File: config.mk
export PLATFORM = sky130hd
export DESIGN_NAME = bank_xbar_rsp_arb_flat
export DESIGN_NICKNAME = d
export VERILOG_FILES = /design/src/rtl/bank_pkg.sv /design/src/rtl/bank_xbar_rsp_arb_if.sv /design/src/rtl/bank_rr_picker.sv /design/src/rtl/bank_xbar_rsp_arb.sv /design/src/flat_wrapper.sv
export SDC_FILE = /design/constraint.sdc
export NUM_CORES = 1
export LEC_CHECK = 0
export CORE_AREA = 3 3 266 268
export DETAILED_ROUTE_END_ITERATION = 6
export DIE_AREA = 0 0 269 271
export PLACE_DENSITY = 0.46
export SKIP_CTS_REPAIR_TIMING = 1
export SKIP_LAST_GASP = 1
export SYNTH_ARGS = -nofsm -noshare
export SYNTH_HDL_FRONTEND = slang
export SYNTH_HIERARCHICAL = 1
export SYNTH_SLANG_ARGS = --single-unit
File: constraint.sdc
create_clock -name clk_i -period 4.8 [get_ports clk_i]
set_input_delay 0.72 -clock clk_i [delete_from_list [all_inputs] [get_ports clk_i]]
set_output_delay 0.72 -clock clk_i [all_outputs]
set_load 0.005 [all_outputs]
File: src/rtl/bank_pkg.sv
// Shared bank-side definitions: field widths, output-stage state and the
// crossbar response payload.
package bank_pkg;

   localparam int unsigned CHANNEL_W   = 2;
   localparam int unsigned ROB_NUM_W   = 3;
   localparam int unsigned NUM_CHANNEL = 4;
   localparam int unsigned BANK_ID_W   = 3;
   localparam int unsigned XBAR_DATA_W = 128;
   localparam int unsigned PERF_CNT_W  = 16;

   typedef enum logic {
      ST_EMPTY = 1'b0,
      ST_FULL  = 1'b1
   } stage_state_e;

   typedef struct packed {
      logic [BANK_ID_W-1:0]   bank_id;
      logic [CHANNEL_W-1:0]   channel_id;
      logic [ROB_NUM_W-1:0]   rob_num;
      logic [XBAR_DATA_W-1:0] data;
   } xbar_rsp_t;

endpackage

File: src/rtl/bank_xbar_rsp_arb_if.sv
// Bank response ports plus the shared crossbar response port.
// master: arbiter view; slave: bank/crossbar environment view.
interface bank_xbar_rsp_arb_if
   import bank_pkg::*;
#(
   parameter int unsigned NUM_BANK = 4,
   parameter int unsigned DATA_W   = 128
);

   logic [NUM_BANK-1:0]           bank_valid_i;
   logic [NUM_BANK-1:0]           bank_ready_o;
   logic [NUM_BANK*CHANNEL_W-1:0] bank_channel_id_i;
   logic [NUM_BANK*ROB_NUM_W-1:0] bank_rob_num_i;
   logic [NUM_BANK*DATA_W-1:0]    bank_data_i;
   logic [NUM_CHANNEL-1:0]        xbar_chan_busy_i;
   logic                          xbar_valid_o;
   logic                          xbar_ready_i;
   logic [BANK_ID_W-1:0]          xbar_bank_id_o;
   logic [CHANNEL_W-1:0]          xbar_channel_id_o;
   logic [ROB_NUM_W-1:0]          xbar_rob_num_o;
   logic [DATA_W-1:0]             xbar_data_o;

   modport master (
      input  bank_valid_i,
      output bank_ready_o,
      input  bank_channel_id_i,
      input  bank_rob_num_i,
      input  bank_data_i,
      input  xbar_chan_busy_i,
      output xbar_valid_o,
      input  xbar_ready_i,
      output xbar_bank_id_o,
      output xbar_channel_id_o,
      output xbar_rob_num_o,
      output xbar_data_o
   );

   modport slave (
      output bank_valid_i,
      input  bank_ready_o,
      output bank_channel_id_i,
      output bank_rob_num_i,
      output bank_data_i,
      output xbar_chan_busy_i,
      input  xbar_valid_o,
      output xbar_ready_i,
      input  xbar_bank_id_o,
      input  xbar_channel_id_o,
      input  xbar_rob_num_o,
      input  xbar_data_o
   );

endinterface

File: src/rtl/bank_rr_picker.sv
// Combinational round-robin priority picker: grants the first requester at
// or after the pointer, searching upward modulo N.
module bank_rr_picker #(
   parameter int unsigned N     = 4,
   parameter int unsigned IDX_W = (N > 1) ? $clog2(N) : 1
) (
   input  logic [N-1:0]     i_req,
   input  logic [IDX_W-1:0] i_ptr,
   output logic [N-1:0]     o_gnt,
   output logic [IDX_W-1:0] o_idx,
   output logic             o_any
);

   logic [IDX_W-1:0] w_j;

   // Rotating scan from the pointer; the first hit wins.
   always_comb begin
      o_gnt = '0;
      o_idx = '0;
      o_any = 1'b0;
      w_j   = '0;
      for (int unsigned k = 0; k < N; k++) begin
         w_j = IDX_W'((32'(i_ptr) + k) % N);
         if (!o_any && i_req[w_j]) begin
            o_any      = 1'b1;
            o_gnt[w_j] = 1'b1;
            o_idx      = w_j;
         end
      end
   end

endmodule

File: src/rtl/bank_xbar_rsp_arb.sv
// Round-robin arbiter sharing the crossbar response port among cache-bank
// SRAM controllers, with a one-entry registered output stage.
// Optional macro BANK_XBAR_RSP_ARB_PERF_EN adds per-bank saturating grant
// counters on perf_grant_cnt_o.
module bank_xbar_rsp_arb
   import bank_pkg::*;
#(
   parameter int unsigned NUM_BANK = 4,
   parameter int unsigned DATA_W   = 128
) (
   input  logic                       clk_i,
   input  logic                       rst_i,
   bank_xbar_rsp_arb_if.master        bus
`ifdef BANK_XBAR_RSP_ARB_PERF_EN
   ,
   output logic [NUM_BANK*PERF_CNT_W-1:0] perf_grant_cnt_o
`endif
);

   localparam int unsigned IDX_W = (NUM_BANK > 1) ? $clog2(NUM_BANK) : 1;

   logic [NUM_BANK-1:0] w_elig;
   logic [NUM_BANK-1:0] w_req;
   logic [NUM_BANK-1:0] w_gnt;
   logic [IDX_W-1:0]    w_gnt_idx;
   logic                w_gnt_any;
   logic                w_load_ok;
   logic                w_drain;

   stage_state_e        r_state;
   stage_state_e        w_state_nxt;
   logic [IDX_W-1:0]    r_rr_ptr;
   logic [IDX_W-1:0]    w_rr_ptr_nxt;
   xbar_rsp_t           r_rsp;
   xbar_rsp_t           w_rsp_nxt;

   // A bank is eligible when valid and its target channel is not busy.
   always_comb begin
      w_elig = '0;
      for (int unsigned i = 0; i < NUM_BANK; i++) begin
         w_elig[i] = bus.bank_valid_i[i] &
                     ~bus.xbar_chan_busy_i[bus.bank_channel_id_i[i*CHANNEL_W +: CHANNEL_W]];
      end
   end

   // Output stage accepts a new beat when empty or draining this cycle;
   // reset suppresses every grant.
   always_comb begin
      w_drain   = (r_state == ST_FULL) & bus.xbar_ready_i;
      w_load_ok = (r_state == ST_EMPTY) | bus.xbar_ready_i;
      w_req     = (w_load_ok & ~rst_i) ? w_elig : '0;
   end

   bank_rr_picker #(
      .N     (NUM_BANK),
      .IDX_W (IDX_W)
   ) u_picker (
      .i_req (w_req),
      .i_ptr (r_rr_ptr),
      .o_gnt (w_gnt),
      .o_idx (w_gnt_idx),
      .o_any (w_gnt_any)
   );

   assign bus.bank_ready_o = w_gnt;

   // Output-stage next state, payload load and round-robin pointer advance.
   always_comb begin
      w_state_nxt  = r_state;
      w_rr_ptr_nxt = r_rr_ptr;
      w_rsp_nxt    = r_rsp;
      case (r_state)
         ST_EMPTY: if (w_gnt_any) w_state_nxt = ST_FULL;
         ST_FULL:  if (w_drain && !w_gnt_any) w_state_nxt = ST_EMPTY;
         default:  w_state_nxt = ST_EMPTY;
      endcase
      if (w_gnt_any) begin
         w_rsp_nxt.bank_id    = BANK_ID_W'(w_gnt_idx);
         w_rsp_nxt.channel_id = bus.bank_channel_id_i[int'(w_gnt_idx)*CHANNEL_W +: CHANNEL_W];
         w_rsp_nxt.rob_num    = bus.bank_rob_num_i[int'(w_gnt_idx)*ROB_NUM_W +: ROB_NUM_W];
         w_rsp_nxt.data       = XBAR_DATA_W'(bus.bank_data_i[int'(w_gnt_idx)*DATA_W +: DATA_W]);
         w_rr_ptr_nxt         = (w_gnt_idx == IDX_W'(NUM_BANK - 1)) ? '0
                                                                  : w_gnt_idx + IDX_W'(1);
      end
   end

   // State, pointer and payload registers; reset discards any held beat.
   always_ff @(posedge clk_i) begin
      if (rst_i) begin
         r_state  <= ST_EMPTY;
         r_rr_ptr <= '0;
         r_rsp    <= '0;
      end else begin
         r_state  <= w_state_nxt;
         r_rr_ptr <= w_rr_ptr_nxt;
         r_rsp    <= w_rsp_nxt;
      end
   end

   assign bus.xbar_valid_o      = (r_state == ST_FULL);
   assign bus.xbar_bank_id_o    = r_rsp.bank_id;
   assign bus.xbar_channel_id_o = r_rsp.channel_id;
   assign bus.xbar_rob_num_o    = r_rsp.rob_num;
   assign bus.xbar_data_o       = DATA_W'(r_rsp.data);

`ifdef BANK_XBAR_RSP_ARB_PERF_EN
   logic [PERF_CNT_W-1:0] r_perf_cnt [NUM_BANK];

   // Per-bank grant counters, saturating at all-ones.
   always_ff @(posedge clk_i) begin
      if (rst_i) begin
         for (int unsigned i = 0; i < NUM_BANK; i++) r_perf_cnt[i] <= '0;
      end else begin
         for (int unsigned i = 0; i < NUM_BANK; i++) begin
            if (w_gnt[i] && (r_perf_cnt[i] != {PERF_CNT_W{1'b1}}))
               r_perf_cnt[i] <= r_perf_cnt[i] + PERF_CNT_W'(1);
         end
      end
   end

   // Flatten counters onto the perf port.
   always_comb begin
      perf_grant_cnt_o = '0;
      for (int unsigned i = 0; i < NUM_BANK; i++)
         perf_grant_cnt_o[i*PERF_CNT_W +: PERF_CNT_W] = r_perf_cnt[i];
   end
`endif

endmodule
File: src/flat_wrapper.sv
// flat-port wrapper written by rule: the top's interface ports become plain ports
module bank_xbar_rsp_arb_flat import bank_pkg::*;
#(
   parameter int unsigned NUM_BANK = 4,
   parameter int unsigned DATA_W   = 128
)
  (clk_i, rst_i, bus_bank_valid_i, bus_bank_ready_o, bus_bank_channel_id_i, bus_bank_rob_num_i, bus_bank_data_i, bus_xbar_chan_busy_i, bus_xbar_valid_o, bus_xbar_ready_i, bus_xbar_bank_id_o, bus_xbar_channel_id_o, bus_xbar_rob_num_o, bus_xbar_data_o);
  bank_xbar_rsp_arb_if #(.NUM_BANK(NUM_BANK), .DATA_W(DATA_W)) bus_i ();
  input  logic clk_i;
  input  logic rst_i;
  input wire logic [$bits(bus_i.bank_valid_i)-1:0] bus_bank_valid_i;
  output wire logic [$bits(bus_i.bank_ready_o)-1:0] bus_bank_ready_o;
  input wire logic [$bits(bus_i.bank_channel_id_i)-1:0] bus_bank_channel_id_i;
  input wire logic [$bits(bus_i.bank_rob_num_i)-1:0] bus_bank_rob_num_i;
  input wire logic [$bits(bus_i.bank_data_i)-1:0] bus_bank_data_i;
  input wire logic [$bits(bus_i.xbar_chan_busy_i)-1:0] bus_xbar_chan_busy_i;
  output wire logic [$bits(bus_i.xbar_valid_o)-1:0] bus_xbar_valid_o;
  input wire logic [$bits(bus_i.xbar_ready_i)-1:0] bus_xbar_ready_i;
  output wire logic [$bits(bus_i.xbar_bank_id_o)-1:0] bus_xbar_bank_id_o;
  output wire logic [$bits(bus_i.xbar_channel_id_o)-1:0] bus_xbar_channel_id_o;
  output wire logic [$bits(bus_i.xbar_rob_num_o)-1:0] bus_xbar_rob_num_o;
  output wire logic [$bits(bus_i.xbar_data_o)-1:0] bus_xbar_data_o;
  assign bus_i.bank_valid_i = bus_bank_valid_i;
  assign bus_bank_ready_o = bus_i.bank_ready_o;
  assign bus_i.bank_channel_id_i = bus_bank_channel_id_i;
  assign bus_i.bank_rob_num_i = bus_bank_rob_num_i;
  assign bus_i.bank_data_i = bus_bank_data_i;
  assign bus_i.xbar_chan_busy_i = bus_xbar_chan_busy_i;
  assign bus_xbar_valid_o = bus_i.xbar_valid_o;
  assign bus_i.xbar_ready_i = bus_xbar_ready_i;
  assign bus_xbar_bank_id_o = bus_i.xbar_bank_id_o;
  assign bus_xbar_channel_id_o = bus_i.xbar_channel_id_o;
  assign bus_xbar_rob_num_o = bus_i.xbar_rob_num_o;
  assign bus_xbar_data_o = bus_i.xbar_data_o;
  bank_xbar_rsp_arb #(.NUM_BANK(NUM_BANK), .DATA_W(DATA_W)) u_core (.clk_i(clk_i), .rst_i(rst_i), .bus(bus_i));
endmodule
* After elaboration in Yosys (flattened, before gate mapping)
Index checks and enable logic that the tools add are counted.
Cells by class: add/sub/neg operators 4, multiply operators 1, magnitude comparators 12, eq/ne operators 1, shift operators 3, mux-type cells 41, bitwise gates (word level) 16, reductions and logical operators 12
Operator list (number):
- 512-bit by 10-bit variable part select with 128-bit output | 1
- 2-bit by 3-bit less-than comparator with 1-bit output (second input constant) | 8
- 4-bit two-way mux | 5
- 1-bit two-way mux | 18
- 1-bit binary-select mux with 2-bit select | 8
- 4-bit bitwise OR | 3
- 12-bit by 5-bit variable part select with 3-bit output | 1
- 2-bit two-way mux | 5
- 1-bit demux with 2-bit select | 4
- 2-bit by 1-bit >= comparator with 1-bit output (second input constant) | 4
- 1-bit logical AND | 8
- 8-bit by 4-bit variable part select with 2-bit output | 1
- 1-bit AND | 6
- 1-bit NOT | 6
- 2-bit by 1-bit adder with 2-bit output (second input constant) | 2
- 2-bit adder (second input constant) | 2
- 1-bit zero test | 4
- 2-bit by 2-bit multiplier with 4-bit output (second input constant) | 1
- 2-bit equality test (second input constant) | 1
- 1-bit case mux with 2 select lines | 1
- 1-bit bitwise OR | 1
Word-level totals: flip-flop bits (word level) 138, input bits 543, output and inout bits 141

* Depth between registers and ports, before layout
depth after elaboration 21, depth in mapped cells 14

* By module
The synthesis kept the hierarchy.
Modules (own cells, without submodules):
- bank_xbar_rsp_arb | times used 1, cells an instance 784, area each 8891.0 sq um
- bank_rr_picker | times used 1, cells an instance 45, area each 419.2 sq um

* Least setup slack after synthesis
No wires, ideal clock.
path type input to register, start in rst_i, end reg u_core.r_rsp (netlist bit u_core/bus.xbar_data_o[78]), arrival 3582 ps, path slack 1089 ps, stages 13, cell sequence buf_2 clkbuf_1 buf_2 nor4b_1 mux4_2 clkbuf_1 o21ai_0 o31ai_1 buf_2 buf_4 buf_2 mux2i_1 o221ai_2
Between the ends: word-level cells in the longest chain between the ends 16
Ends and longest elaborated chain:
- start, declared | RTL line flat_wrapper.sv:10 | input logic rst_i;
- 1-bit NOT (*) | RTL line bank_xbar_rsp_arb.sv:51 | w_req = (w_load_ok & ~rst_i) ? w_elig : '0;
- 1-bit AND (*) | RTL line bank_xbar_rsp_arb.sv:51
- 4-bit two-way mux (*) | RTL line bank_xbar_rsp_arb.sv:51
- net u_core.w_req[3] | RTL line bank_xbar_rsp_arb.sv:23 | logic [NUM_BANK-1:0] w_req;
- 1-bit binary-select mux with 2-bit select | RTL line bank_rr_picker.sv:24 | if (!o_any && i_req[w_j]) begin
- 1-bit two-way mux (not written as such) | RTL line bank_rr_picker.sv:24
- 1-bit two-way mux | RTL line bank_rr_picker.sv:24
- 1-bit zero test | RTL line bank_rr_picker.sv:24
- [2 not listed]
- 1-bit zero test | RTL line bank_rr_picker.sv:24
- 1-bit logical AND | RTL line bank_rr_picker.sv:24
- 1-bit two-way mux | RTL line bank_rr_picker.sv:24
- 1-bit zero test | RTL line bank_rr_picker.sv:24
- 1-bit logical AND | RTL line bank_rr_picker.sv:24
- 2-bit two-way mux (*) | RTL line bank_rr_picker.sv:24
- net u_core.w_gnt_idx[0] | RTL line bank_xbar_rsp_arb.sv:25 | logic [IDX_W-1:0] w_gnt_idx;
- 512-bit by 10-bit variable part select with 128-bit output (*) | RTL line bank_xbar_rsp_arb.sv:81 | w_rsp_nxt.data = XBAR_DATA_W'(bus.bank_data_i[int'(w_gnt_idx)*DATA_W +: DATA_W]);
- end signal, assigned | RTL line bank_xbar_rsp_arb.sv:96 | r_rsp <= w_rsp_nxt;
- end, declared | RTL line bank_xbar_rsp_arb.sv:34 | xbar_rsp_t r_rsp;
The timed path passes the listed nets; every way through them passes the cells marked *. The select of a mux whose other input is x is not followed. A chain may end at the register's enable or synchronous reset.

* Worst setup path after layout
start in bus_bank_channel_id_i[4], end out bus_bank_ready_o[0]
Between the ends: word-level cells in the longest chain between the ends 17
Ends and longest elaborated chain:
- start, declared | RTL line flat_wrapper.sv:13 | input wire logic [$bits(bus_i.bank_channel_id_i)-1:0] bus_bank_channel_id_i;
- 1-bit binary-select mux with 2-bit select (*) | RTL line bank_xbar_rsp_arb.sv:42 | ~bus.xbar_chan_busy_i[bus.bank_channel_id_i[i*CHANNEL_W +: CHANNEL_W]];
- 1-bit two-way mux (not written as such) (*) | RTL line bank_xbar_rsp_arb.sv:42
- 1-bit NOT (*) | RTL line bank_xbar_rsp_arb.sv:42
- 1-bit AND (*) | RTL line bank_xbar_rsp_arb.sv:41 | w_elig[i] = bus.bank_valid_i[i] &
- 4-bit two-way mux (*) | RTL line bank_xbar_rsp_arb.sv:51
- net u_core.w_req[2] | RTL line bank_xbar_rsp_arb.sv:23
- 1-bit binary-select mux with 2-bit select | RTL line bank_rr_picker.sv:24
- 1-bit two-way mux (not written as such) | RTL line bank_rr_picker.sv:24
- [2 not listed]
- 1-bit logical AND | RTL line bank_rr_picker.sv:24
- 1-bit two-way mux | RTL line bank_rr_picker.sv:24
- 1-bit zero test | RTL line bank_rr_picker.sv:24
- 1-bit logical AND | RTL line bank_rr_picker.sv:24
- 1-bit two-way mux | RTL line bank_rr_picker.sv:24
- 1-bit zero test | RTL line bank_rr_picker.sv:24
- 1-bit logical AND | RTL line bank_rr_picker.sv:24
- 4-bit two-way mux (*) | RTL line bank_rr_picker.sv:24
- end, declared | RTL line flat_wrapper.sv:12 | output wire logic [$bits(bus_i.bank_ready_o)-1:0] bus_bank_ready_o;
Marks and branches as above.

==> results by group <==
Global route
  – GRT Util Overall: 13.2%
  – First-pass GRT wire length: 70.9 mm
  – Gr ovfl total: 0
  – Antenna violations before repair: 0
  – Largest net degree at the start of global routing: 72
  – Vias in the first global route: 10,594

Run status
  – Outcome: finished clean

Floorplan
  – Total die area: 0.0729 mm2
  – Initial core utilization: 13.6%
  – Num ports: 684
  – Placement Rows: 96
  – Die W: 269 um
  – Core area: 0.0686 mm2
  – Die height: 271 um

Synthesis
  – Yosys cell types: 34
  – Top-area cell type share of the netlist area: 29.7%
  – Main synth FF type: dfxtp_1
  – Post-synth top area cell: dfxtp_1
  – Synth Instances: 829
  – FF+latch count, synth: 138
  – Ys async rst share: 0%
  – Mapped Nets: 1,378
  – Number of synthesized flops with an enable pin: 0
  – Average size of a mapped cell: 11.2 um2
  – Seq/Total Area, Yosys: 29.7%
  – Top post-synthesis cells by area: dfxtp_1 30%, mux2i_1 29%, or3b_2 13%
  – Synth warn: 6
  – Cell Area, Synth: 0.00931 mm2

STA
  – Worst-Margin Slew: 0.789 ns
  – WHS: 0.501 ns
  – Period utilization: 97.7%
  – Hold Vio Cnt, Final: 0
  – Final Setup Violations: 0
  – Slew headroom: 47.4%
  – Setup_tns: 0 ns
  – Clk_skew: 0.0117 ns
  – Final min period: 4.69 ns
  – Pins Over Slew Limit: 0
  – Achievable Freq: 0.213 GHz
  – Final WS setup: 0.112 ns

Routing
  – Avg WL per Cell: 20.6 um
  – DRC viols: 0
  – Final Routed Wirelength: 50.2 mm
  – Routed Antenna Nets: 0
  – Initial DRC count: 334
  – DRT Pass-1 Iters: 4
  – Via Count: 9,672
  – Via-to-Cell Ratio: 3.98

Layout
  – Fraction of layout cells with a size suffix above 1: 20.3%
  – Post-layout nets: 2,037
  – Layout fillers: 7,127
  – ANT cells: 0
  – Final Instance Count excl. Fillers: 2,432
  – Commonest non-fill, non-tap cell in the layout: clkdlybuf4s50_1
  – Area grow syn2layout: 93.1%
  – Commonest non-fill, non-tap cells in the layout: 680 x clkdlybuf4s50_1, 270 x mux2i_1, 138 x dfxtp_1

Power
  – Gate power share: 57.7%
  – Worst vdd rail ir drop: 0.249 mV
  – Power share of the clock group: 19.9%
  – P_int: 4400 uW
  – Reg power frac: 22.4%
  – PD cells: 396 mW/mm2
  – Sw Share: 38.2%
  – Leakage: 0.00606 uW
  – Sw power: 2720 uW

Worst setup path
  – Crit path launch type: input port
  – CP startpoint: bus_bank_channel_id_i[4]
  – Reg-to-reg critical path startpoint: u_core/bus.xbar_valid_o
  – Slowest stage delay, CP: 0.58 ns
  – Critical Path Fanout Max: 6
  – Critical path arrival: 3.97 ns
  – CP Capture Type: primary output
  – Worst path slowest cell: clkdlybuf4s50_1
  – Most used cell, CP: clkdlybuf4s50_1
  – Kind of critical path: input port to primary output
  – CP Cell Sequence: clkdlybuf4s50_1 -> mux4_2 -> nor4b_1 -> buf_4 -> mux4_1 -> nor4b_4 -> a22oi_1 -> o21ai_1 -> clkdlybuf4s50_1
  – WP data required: 4.08 ns

Placement
  – Routability Congestion: 0.797
  – DP Wirelength: 38.9 mm
  – Placed insts: 2,398
  – # port buffers: 682
  – Post-Place Setup Slack: -0.0357 ns

Clocking
  – CTS Buf Count: 17
  – Reg clk slew, reported paths: 0.08 ns
  – Clock latency on the worst-skew pair: 0.47 ns
  – Clk buf depth: 2
  – CTS tree: yes
  – H-tree Lvls: 4
  – Root buffer cell: clkbuf_16
  – # clock sinks: 138

Job
  – Max-cap violations: 0

Hold path
  – Worst hold path class: register to register
  – Min-Delay Startpoint: u_core/bus.xbar_bank_id_o[0]
[Yosys cell counts (all sizes together) (2+ instances only)]
| cell type | count |
|---|---|
| o21ai | 5 |
| nand2b | 2 |
| inv | 4 |
| nor2 | 5 |
| o221ai | 133 |
| dfxtp | 138 |
| mux2i | 270 |
| or3b | 135 |
| buf | 53 |
| mux2 | 2 |
| a22oi | 8 |
| mux4 | 8 |
| ha | 6 |
| clkbuf | 41 |
| nor4b | 5 |
| a21oi | 2 |
[routing by layer]
layer	global-route usage, %	wire [um]
met5	0	0
met4	3.04	519
met3	4.30	4140
met2	24.6	26200
met1	14.2	19300
[worst max-delay path: cells and delay by family]
kind                   cells  cell delay [ns]
buffers and inverters      3             1.35
muxes                      2             0.80
and+or+nand+nor            2             0.70
AOI/OAI and AO/OA          2             0.39
[power groups by stage]
stage	sequential (uW)	combinational, uW	clock (uW)
after floorplan	1620	2250	0
final	1600	4110	1420
after global routing	1640	4410	1530
after detailed placement	1610	4190	0
after CTS	1600	4210	1500
after global placement	1610	4180	0
[flip-flops by register name (all words and copies together) (netlist names)]
| signal | flops |
|---|---|
| u_core/r_rr_ptr | 2 |
| u_core/bus.xbar_channel_id_o | 2 |
| u_core/bus.xbar_rob_num_o | 3 |
| u_core/bus.xbar_data_o | 128 |
| u_core/bus.xbar_bank_id_o | 2 |
| u_core/bus.xbar_valid_o | 1 |
[logic make-up after synthesis]
| group | count (synthesis) | synth area share [%] |
|---|---|---|
| buf+inv | 98 | 5.42 |
| fa+ha+maj | 6 | 0.806 |
| simple gates | 153 | 14.1 |
| compound gates | 153 | 18.7 |
| mux | 280 | 31.3 |
| flops | 138 | 29.7 |
| other cells | 1 | 0.0403 |
[worst paths after layout]
kind / to / slack (ns) / cells after the start
max: bus_bank_ready_o[0] / 0.11 / 9
min: u_core/bus.xbar_bank_id_o[0] / 0.50 / 2
max reg2reg: u_core/bus.xbar_data_o[96] / 1.06 / 10
min reg2reg: u_core/bus.xbar_bank_id_o[0] / 0.50 / 2
[final cells by class]
type	count	area [um2]	share of cell area, %
timing repair buffer	734	7370	41.0
multi-input combinational	593	6070	33.8
sequential	138	2760	15.4
tap	931	1160	6.48
clock buffer	18	429	2.39
clock inverter	14	163	0.905
inverter	4	15.0	0.0835
[stage by stage]
step / power (uW) / utilization (%) / area [um2]
5_1_grt: 7580 / 26.2 / 18000
2_1_floorplan: 3870 / - / 9310
4_1_cts: 7310 / 26.2 / 18000
3_5_place_dp: 5810 / 25.3 / 17400
3_3_place_gp: 5790 / 25.3 / 17400
6_report: 7120 / 26.2 / 18000
(Power assumes the default switching activity.)
